### src/rtl/forward_unit_nw.sv
// N-issue EX-stage operand forwarding with load-use stall detection and
// per-operand capture registers that keep retired values across stall cycles.
module forward_unit_nw #(
    parameter int ISSUE_W = 2,
    parameter int DATA_W  = 32,
    parameter int AW      = 5,
    parameter int CNT_W   = 32
) (
    input  logic                          clk,
    input  logic                          rst,
    input  logic [ISSUE_W*2*AW-1:0]       ex_raddr,
    input  logic [ISSUE_W*2*DATA_W-1:0]   ex_rdata,
    input  logic                          ex_stall,
    input  logic                          ex_flush,
    input  logic [ISSUE_W-1:0]            mem_we,
    input  logic [ISSUE_W*AW-1:0]         mem_waddr,
    input  logic [ISSUE_W*DATA_W-1:0]     mem_alu_result,
    input  logic [ISSUE_W-1:0]            mem_ready,
    input  logic [ISSUE_W-1:0]            wb_we,
    input  logic [ISSUE_W*AW-1:0]         wb_waddr,
    input  logic [ISSUE_W*DATA_W-1:0]     wb_wdata,
    output logic [ISSUE_W*2*DATA_W-1:0]   ex_rdata_f,
    output logic                          fwd_stall,
    output logic [CNT_W-1:0]              stall_cnt
);

    localparam int NOPS = 2 * ISSUE_W;

    logic [DATA_W-1:0] hold_d [NOPS];
    logic [NOPS-1:0]   hold_v;
    logic [DATA_W-1:0] op_val [NOPS];
    logic [NOPS-1:0]   unres;

    function automatic logic hit(input logic we, input logic [AW-1:0] waddr,
                                 input logic [AW-1:0] raddr);
        return we && (waddr == raddr) && (raddr != '0);
    endfunction

    function automatic logic [CNT_W-1:0] sat_inc(input logic [CNT_W-1:0] c);
        return (&c) ? c : c + CNT_W'(1);
    endfunction

    // Lanes are walked oldest to youngest so the youngest match wins; the
    // last matching MEM lane alone decides whether the operand is unresolved.
    always_comb begin
        unres = '0;
        for (int i = 0; i < NOPS; i++) begin
            op_val[i] = ex_rdata[i*DATA_W +: DATA_W];
            if (hold_v[i] && !rst)
                op_val[i] = hold_d[i];
            for (int j = 0; j < ISSUE_W; j++)
                if (hit(wb_we[j], wb_waddr[j*AW +: AW], ex_raddr[i*AW +: AW]))
                    op_val[i] = wb_wdata[j*DATA_W +: DATA_W];
            for (int j = 0; j < ISSUE_W; j++)
                if (hit(mem_we[j], mem_waddr[j*AW +: AW], ex_raddr[i*AW +: AW])) begin
                    unres[i] = !mem_ready[j];
                    if (mem_ready[j])
                        op_val[i] = mem_alu_result[j*DATA_W +: DATA_W];
                end
        end
    end

    for (genvar g = 0; g < NOPS; g++) begin : g_out
        assign ex_rdata_f[g*DATA_W +: DATA_W] = op_val[g];
    end

    assign fwd_stall = |unres;

    // Capture stage: valid bits are control and reset; data is not.
    always_ff @(posedge clk) begin
        if (rst || ex_flush) begin
            hold_v <= '0;
        end else if (ex_stall) begin
            for (int i = 0; i < NOPS; i++)
                if (!unres[i])
                    hold_v[i] <= 1'b1;
        end else begin
            hold_v <= '0;
        end
    end

    always_ff @(posedge clk) begin
        if (ex_stall) begin
            for (int i = 0; i < NOPS; i++)
                if (!unres[i])
                    hold_d[i] <= op_val[i];
        end
    end

    always_ff @(posedge clk) begin
        if (rst)
            stall_cnt <= '0;
        else if (fwd_stall)
            stall_cnt <= sat_inc(stall_cnt);
    end

endmodule

### config.mk
export PLATFORM = sky130hd
export DESIGN_NAME = forward_unit_nw
export DESIGN_NICKNAME = d
export VERILOG_FILES = /design/src/rtl/forward_unit_nw.sv
export SDC_FILE = /design/constraint.sdc
export NUM_CORES = 1
export LEC_CHECK = 0
export CELL_PAD_IN_SITES_DETAIL_PLACEMENT = 0
export CELL_PAD_IN_SITES_GLOBAL_PLACEMENT = 1
export CORE_MARGIN = 2
export CORE_UTILIZATION = 34
export CTS_BUF_LIST = sky130_fd_sc_hd__clkbuf_4
export DETAILED_ROUTE_END_ITERATION = 16
export PLACE_DENSITY = 0.9
export SLEW_MARGIN = 0
export SYNTH_ARGS = -nofsm -noshare
export SYNTH_HDL_FRONTEND = slang
export SYNTH_SLANG_ARGS = --single-unit
### constraint.sdc
create_clock -name clk -period 4.7 [get_ports clk]
set_input_delay 0.705 -clock clk [delete_from_list [all_inputs] [get_ports clk]]
set_output_delay 0.705 -clock clk [all_outputs]
set_load 0.05 [all_outputs]
-- Yosys cells after proc, flatten, opt, wreduce, memory -nomap -nowiden
Memories as Yosys holds them, arrays and structs flattened.
Cells that the tools add are included.
- flip-flop bits (word level): 36
- latch bits: 0
- memory bits (writable): 128
- bits in read-only memories: 0
- logic and storage cells: 121
- memories kept: 1
- memories (name ; words ; bits a word ; read ports ; clocked after memory_dff ; write ports ; RTL line ; RTL):
    hold_d ; 4 ; 32 ; 4 ; 0 ; 4 ; 29 ; logic [DATA_W-1:0] hold_d [NOPS];
- add/subtract/negate cells: 1
- $mul: 0
- divide/modulo/power cells: 0
- $lt $le $gt $ge: 0
- eq/ne operators: 16
- shifts and indexed selects: 0
- multiplexer cells: 48
- bitwise logic cells: 2
- reductions and logical operators: 48
- operators with widths (operator ; number):
    $mux 32 ; 28
    $eq 5x5->1 ; 16
    $logic_and 1x1->1 ; 36
    $add 32x1->32 const B ; 1
    $reduce_and 32->1 ; 1
    $mux 1 ; 20
    $reduce_bool 5->1 ; 4
    $reduce_or 4->1 ; 1
    $logic_not 1->1 ; 3
    $not 1->1 ; 2
    $reduce_and 2->1 ; 1
    $reduce_or 2->1 ; 1
    $logic_or 1x1->1 ; 1

-- Logic depth before layout (Yosys ltp)
- depth after elaboration: 9
- depth in mapped cells: 10
- depth with buffers taken out: 7

-- Least setup slack after synthesis
Ideal clock, no wire load.
- kind: input to output
- start point: in ex_raddr[16]
- end point: out ex_rdata_f[100]
- arrival: 3.656 ns
- setup slack: 0.339 ns
- cell stages on the path: 10
- path buffers: 3
- path through: buf_2 or4_4 nor2_2 or4_1 clkbuf_1 buf_2 nor2_1 a211oi_1 a211oi_1 o31ai_1
- longest elaborated chain between the ends: 9
- elaborated cells on any way between the ends: 19
- those cells by class: eq/ne: 4; mux: 6; reduce/logical: 9
- ends and longest elaborated chain (element ; RTL line ; RTL):
    start, declared ; 11 ; input logic [ISSUE_W*2*AW-1:0] ex_raddr,
    $eq 5x5->1 ; 36 ; return we && (waddr == raddr) && (raddr != '0);
    $logic_and 1x1->1 (2 in a row) ; 36 ;
    $mux 32 (2 in a row) ; 52 ; if (hit(wb_we[j], wb_waddr[j*AW +: AW], ex_raddr[i*AW +: AW]))
    $mux 32 ; 57 ; if (mem_ready[j])
    $mux 32 ; 55 ; if (hit(mem_we[j], mem_waddr[j*AW +: AW], ex_raddr[i*AW +: AW])) begin
    $mux 32 ; 57 ;
    $mux 32 (*) ; 55 ;
    end, declared ; 22 ; output logic [ISSUE_W*2*DATA_W-1:0] ex_rdata_f,
Every way passes the cells marked *; elsewhere a longest branch is shown, timed or not.

-- Final worst setup path
- start point: in ex_raddr[7]
- end point: out ex_rdata_f[62]
Same word-level chain as after synthesis.

==> flow_summary_export.csv <==
group,metric,value,unit
floorplanning,die_w,200,um
timing,maxSlewViolCount,0,
cts,cts_setup_buffers,0,
timing,tns,0,ns
placed_design,hpwl,49.1,mm
worst_setup_path,cp-start-kind,"primary input",
drt,drc,0,
power_and_ir_drop,leakagePower,7.79,nW
logic_synthesis,syn_nets,1847,
logic_synthesis,post-synth-top-area-cell,"edfxtp_1",
cts,insertion_delay,0.67,ns
cts,clockBufferDepth,2,
timing,fin_crit,4.65,ns
logic_synthesis,yosys_warnings,0,
power_and_ir_drop,vdd_drop_max,0.136,mV
logic_synthesis,synth_area,13000,um^2
logic_synthesis,synth_top_cells_by_area,"edfxtp_1, a211oi_1, mux2i_1",
timing,max_slew.worst_pin.slew,0.890,ns
timing,hold_viol_final,0,
worst_setup_path,crit_arrival,3.95,ns
hold_path,hp-class,"flop to flop",
cts,cts_buffers,17,
final_layout,drive_gt1_frac,0.154,
logic_synthesis,ys_seq_area_frac,0.350,
floorplanning,ios,467,
cts,cts.sinks,164,
placed_design,pre_cts_slack,0.118,ns
placed_design,dp_cells,2462,
final_layout,fin_cells,2504,
power_and_ir_drop,power_density,224,nW/um^2
cts,cts-root-buf,"clkbuf_4",
cts,path_clk_slew,0.18,ns
drt,drtPass1Iterations,6,
cts,cts.repair.resized,0,
drt,drt-total-wl,65.6,mm
timing,max-slew-margin-rel,0.406,
floorplanning,core_area,37800,um^2
cts,htreeDepth,4,
placed_design,globalplace.congestion,1.00,
floorplanning,fp.dieArea,40000,um^2
timing,fmax,215,MHz
drt,wl_per_cell,26.2,um
grt,grt_overflow,0,
worst_setup_path,endpoint_kind,"primary output",
placed_design,port_buffers,466,
logic_synthesis,synth.avg_cell_area,8.47,um^2
grt,grt_pass1_vias,14500,
worst_setup_path,crit_required,3.99,ns
drt,avgViaCountPerCell,5.97,
timing,fin_skew,0.0319,ns
timing,fin_crit_sh,0.990,
cts,cts_tree,"yes",
logic_synthesis,ys_seq_elements,164,
final_layout,area_growth,56.0,%
worst_setup_path,cp_max_fo,22,
timing,rsz0062_at_grt,"no",
final_layout,layout.nets,2277,
grt,grt_max_degree,65,
floorplanning,initial_core_util,0.346,
drt,via_count,14900,
grt,antenna_found_initial,12,
logic_synthesis,postSynthCellCount,1540,
timing,setup_viol,0,
drt,drtAntennaViolNets,0,
drt,drt_iter0_markers,1545,
grt,grt_usage,0.321,
worst_setup_path,worstSetupPathType,"primary input to primary output",
grt,grt_pass1_wl,93.8,mm
outcome,status,"completed",
logic_synthesis,yosysUniqueCellTypes,43,
job,max_cap_viol_count,0,
floorplanning,die_h,200,um
floorplanning,num_rows,71,
cts,hold_buffers,0,
timing,setup_ws,0.0478,ns
logic_synthesis,synth_top_cell_area_share,0.295,
-- layout by cell type, fill, tap and decap left out, drive strengths merged, types with 3 or more instances in the layout --
| master | synthesis | layout |
|---|---|---|
| nand4 | 22 | 22 |
| edfxtp | 128 | 128 |
| a21oi | 28 | 28 |
| clkbuf | 106 | 18 |
| o31ai | 141 | 141 |
| clkinv | 0 | 5 |
| and4 | 3 | 3 |
| nor2b | 9 | 9 |
| inv | 6 | 14 |
| nor3 | 6 | 6 |
| nand2 | 147 | 147 |
| mux2i | 132 | 132 |
| nor4 | 16 | 16 |
| dfxtp | 36 | 36 |
| and2 | 6 | 6 |
| o21ai | 11 | 11 |
| and3 | 4 | 4 |
| or3 | 11 | 11 |
| or4 | 22 | 22 |
| diode | 0 | 10 |
| xor2 | 37 | 37 |
| a211oi | 256 | 256 |
| buf | 54 | 234 |
| mux2 | 6 | 6 |
| nor2 | 277 | 277 |
| nand2b | 6 | 6 |
| clkdlybuf4s50 | 0 | 337 |
| xnor2 | 44 | 44 |
| nand3 | 16 | 16 |
| o211a | 4 | 4 |
-- flip-flops by register name (all words and copies together), names as in the netlist --
signal	cells
hold_d	128
stall_cnt	32
hold_v	4
-- layout make-up --
type                            count  area (um^2)
Antenna cell                       10         25.0
Clock buffer                       18          135
Clock inverter                     14          101
Fill cell                        3401        17400
Inverter                            6         22.5
Multi-Input combinational cell   1210         7910
Sequential cell                   164         4560
Tap cell                          511          639
Timing Repair Buffer              571         6960
-- per-layer routing --
metal  global-route usage  vias to the layer above  wire (um)
li1                     -                     6673          -
met1                0.408                     6982      25000
met2                0.513                     1083      30100
met3               0.0818                      200       7600
met4                0.151                        4       2880
met5                    0                        -         33
-- critical path: stages --
cell	delay (ns)
clkdlybuf4s50_1	0.65
or4_4	0.20
nor2_2	0.04
or4_2	0.94
buf_12	0.27
a211oi_1	0.22
a211oi_1	0.08
o31ai_1	0.59
buf_12	0.22
-- final timing paths --
check / start / end / slack (ns) / cells past startpoint
hold / removal: hold_v[0] / hold_v[0] / 0.48 / 2
setup / recovery: ex_raddr[7] / ex_rdata_f[62] / 0.05 / 9
hold reg to reg: hold_v[0] / hold_v[0] / 0.48 / 2
setup reg to reg: stall_cnt[2] / stall_cnt[8] / 1.33 / 7
-- power breakdown --
part	switching [W]	total [W]	internal (W)
sequential	0.0000256	0.00171	0.00169
combinational	0.00107	0.00199	0.000922
clock	0.000623	0.000845	0.000222
-- cells in the mapped netlist (all sizes together) --
library cell    n
a211oi        256
a21oi          28
and2            6
and3            4
and4            3
buf            54
clkbuf        106
dfxtp          36
edfxtp        128
ha              1
inv             6
mux2            6
mux2i         132
nand2         147
nand2b          6
nand3          16
nand4          22
nor2          277
nor2b           9
nor3            6
nor4           16
o211a           4
o21ai          11
o21ba           1
o31a            1
o31ai         141
o41ai           1
or2             1
or3            11
or3b            1
or4            22
xnor2          44
xor2           37
-- through the flow --
stage | hold WS (ns) | power [W] | utilization | cell area [um^2]
after floorplan | 0.426 | 0.00261 | - | 13000
after global placement | 0.450 | 0.00370 | 0.532 | 20100
after detailed placement | 0.454 | 0.00372 | 0.532 | 20100
after CTS | 0.476 | 0.00454 | 0.538 | 20300
after global routing | 0.500 | 0.00469 | 0.539 | 20400
final | 0.475 | 0.00455 | 0.539 | 20400
-- cells by family after synthesis --
group / synth area share
XOR/XNOR: 0.0544
flip-flops: 0.350
adder cells (fa/ha/maj): 0.000959
AO/OA/AOI/OAI: 0.249
multiplexers: 0.108
AND/OR/NAND/NOR: 0.186
buffers and inverters: 0.0523
Note: power is estimated with default switching activity, not from simulation.
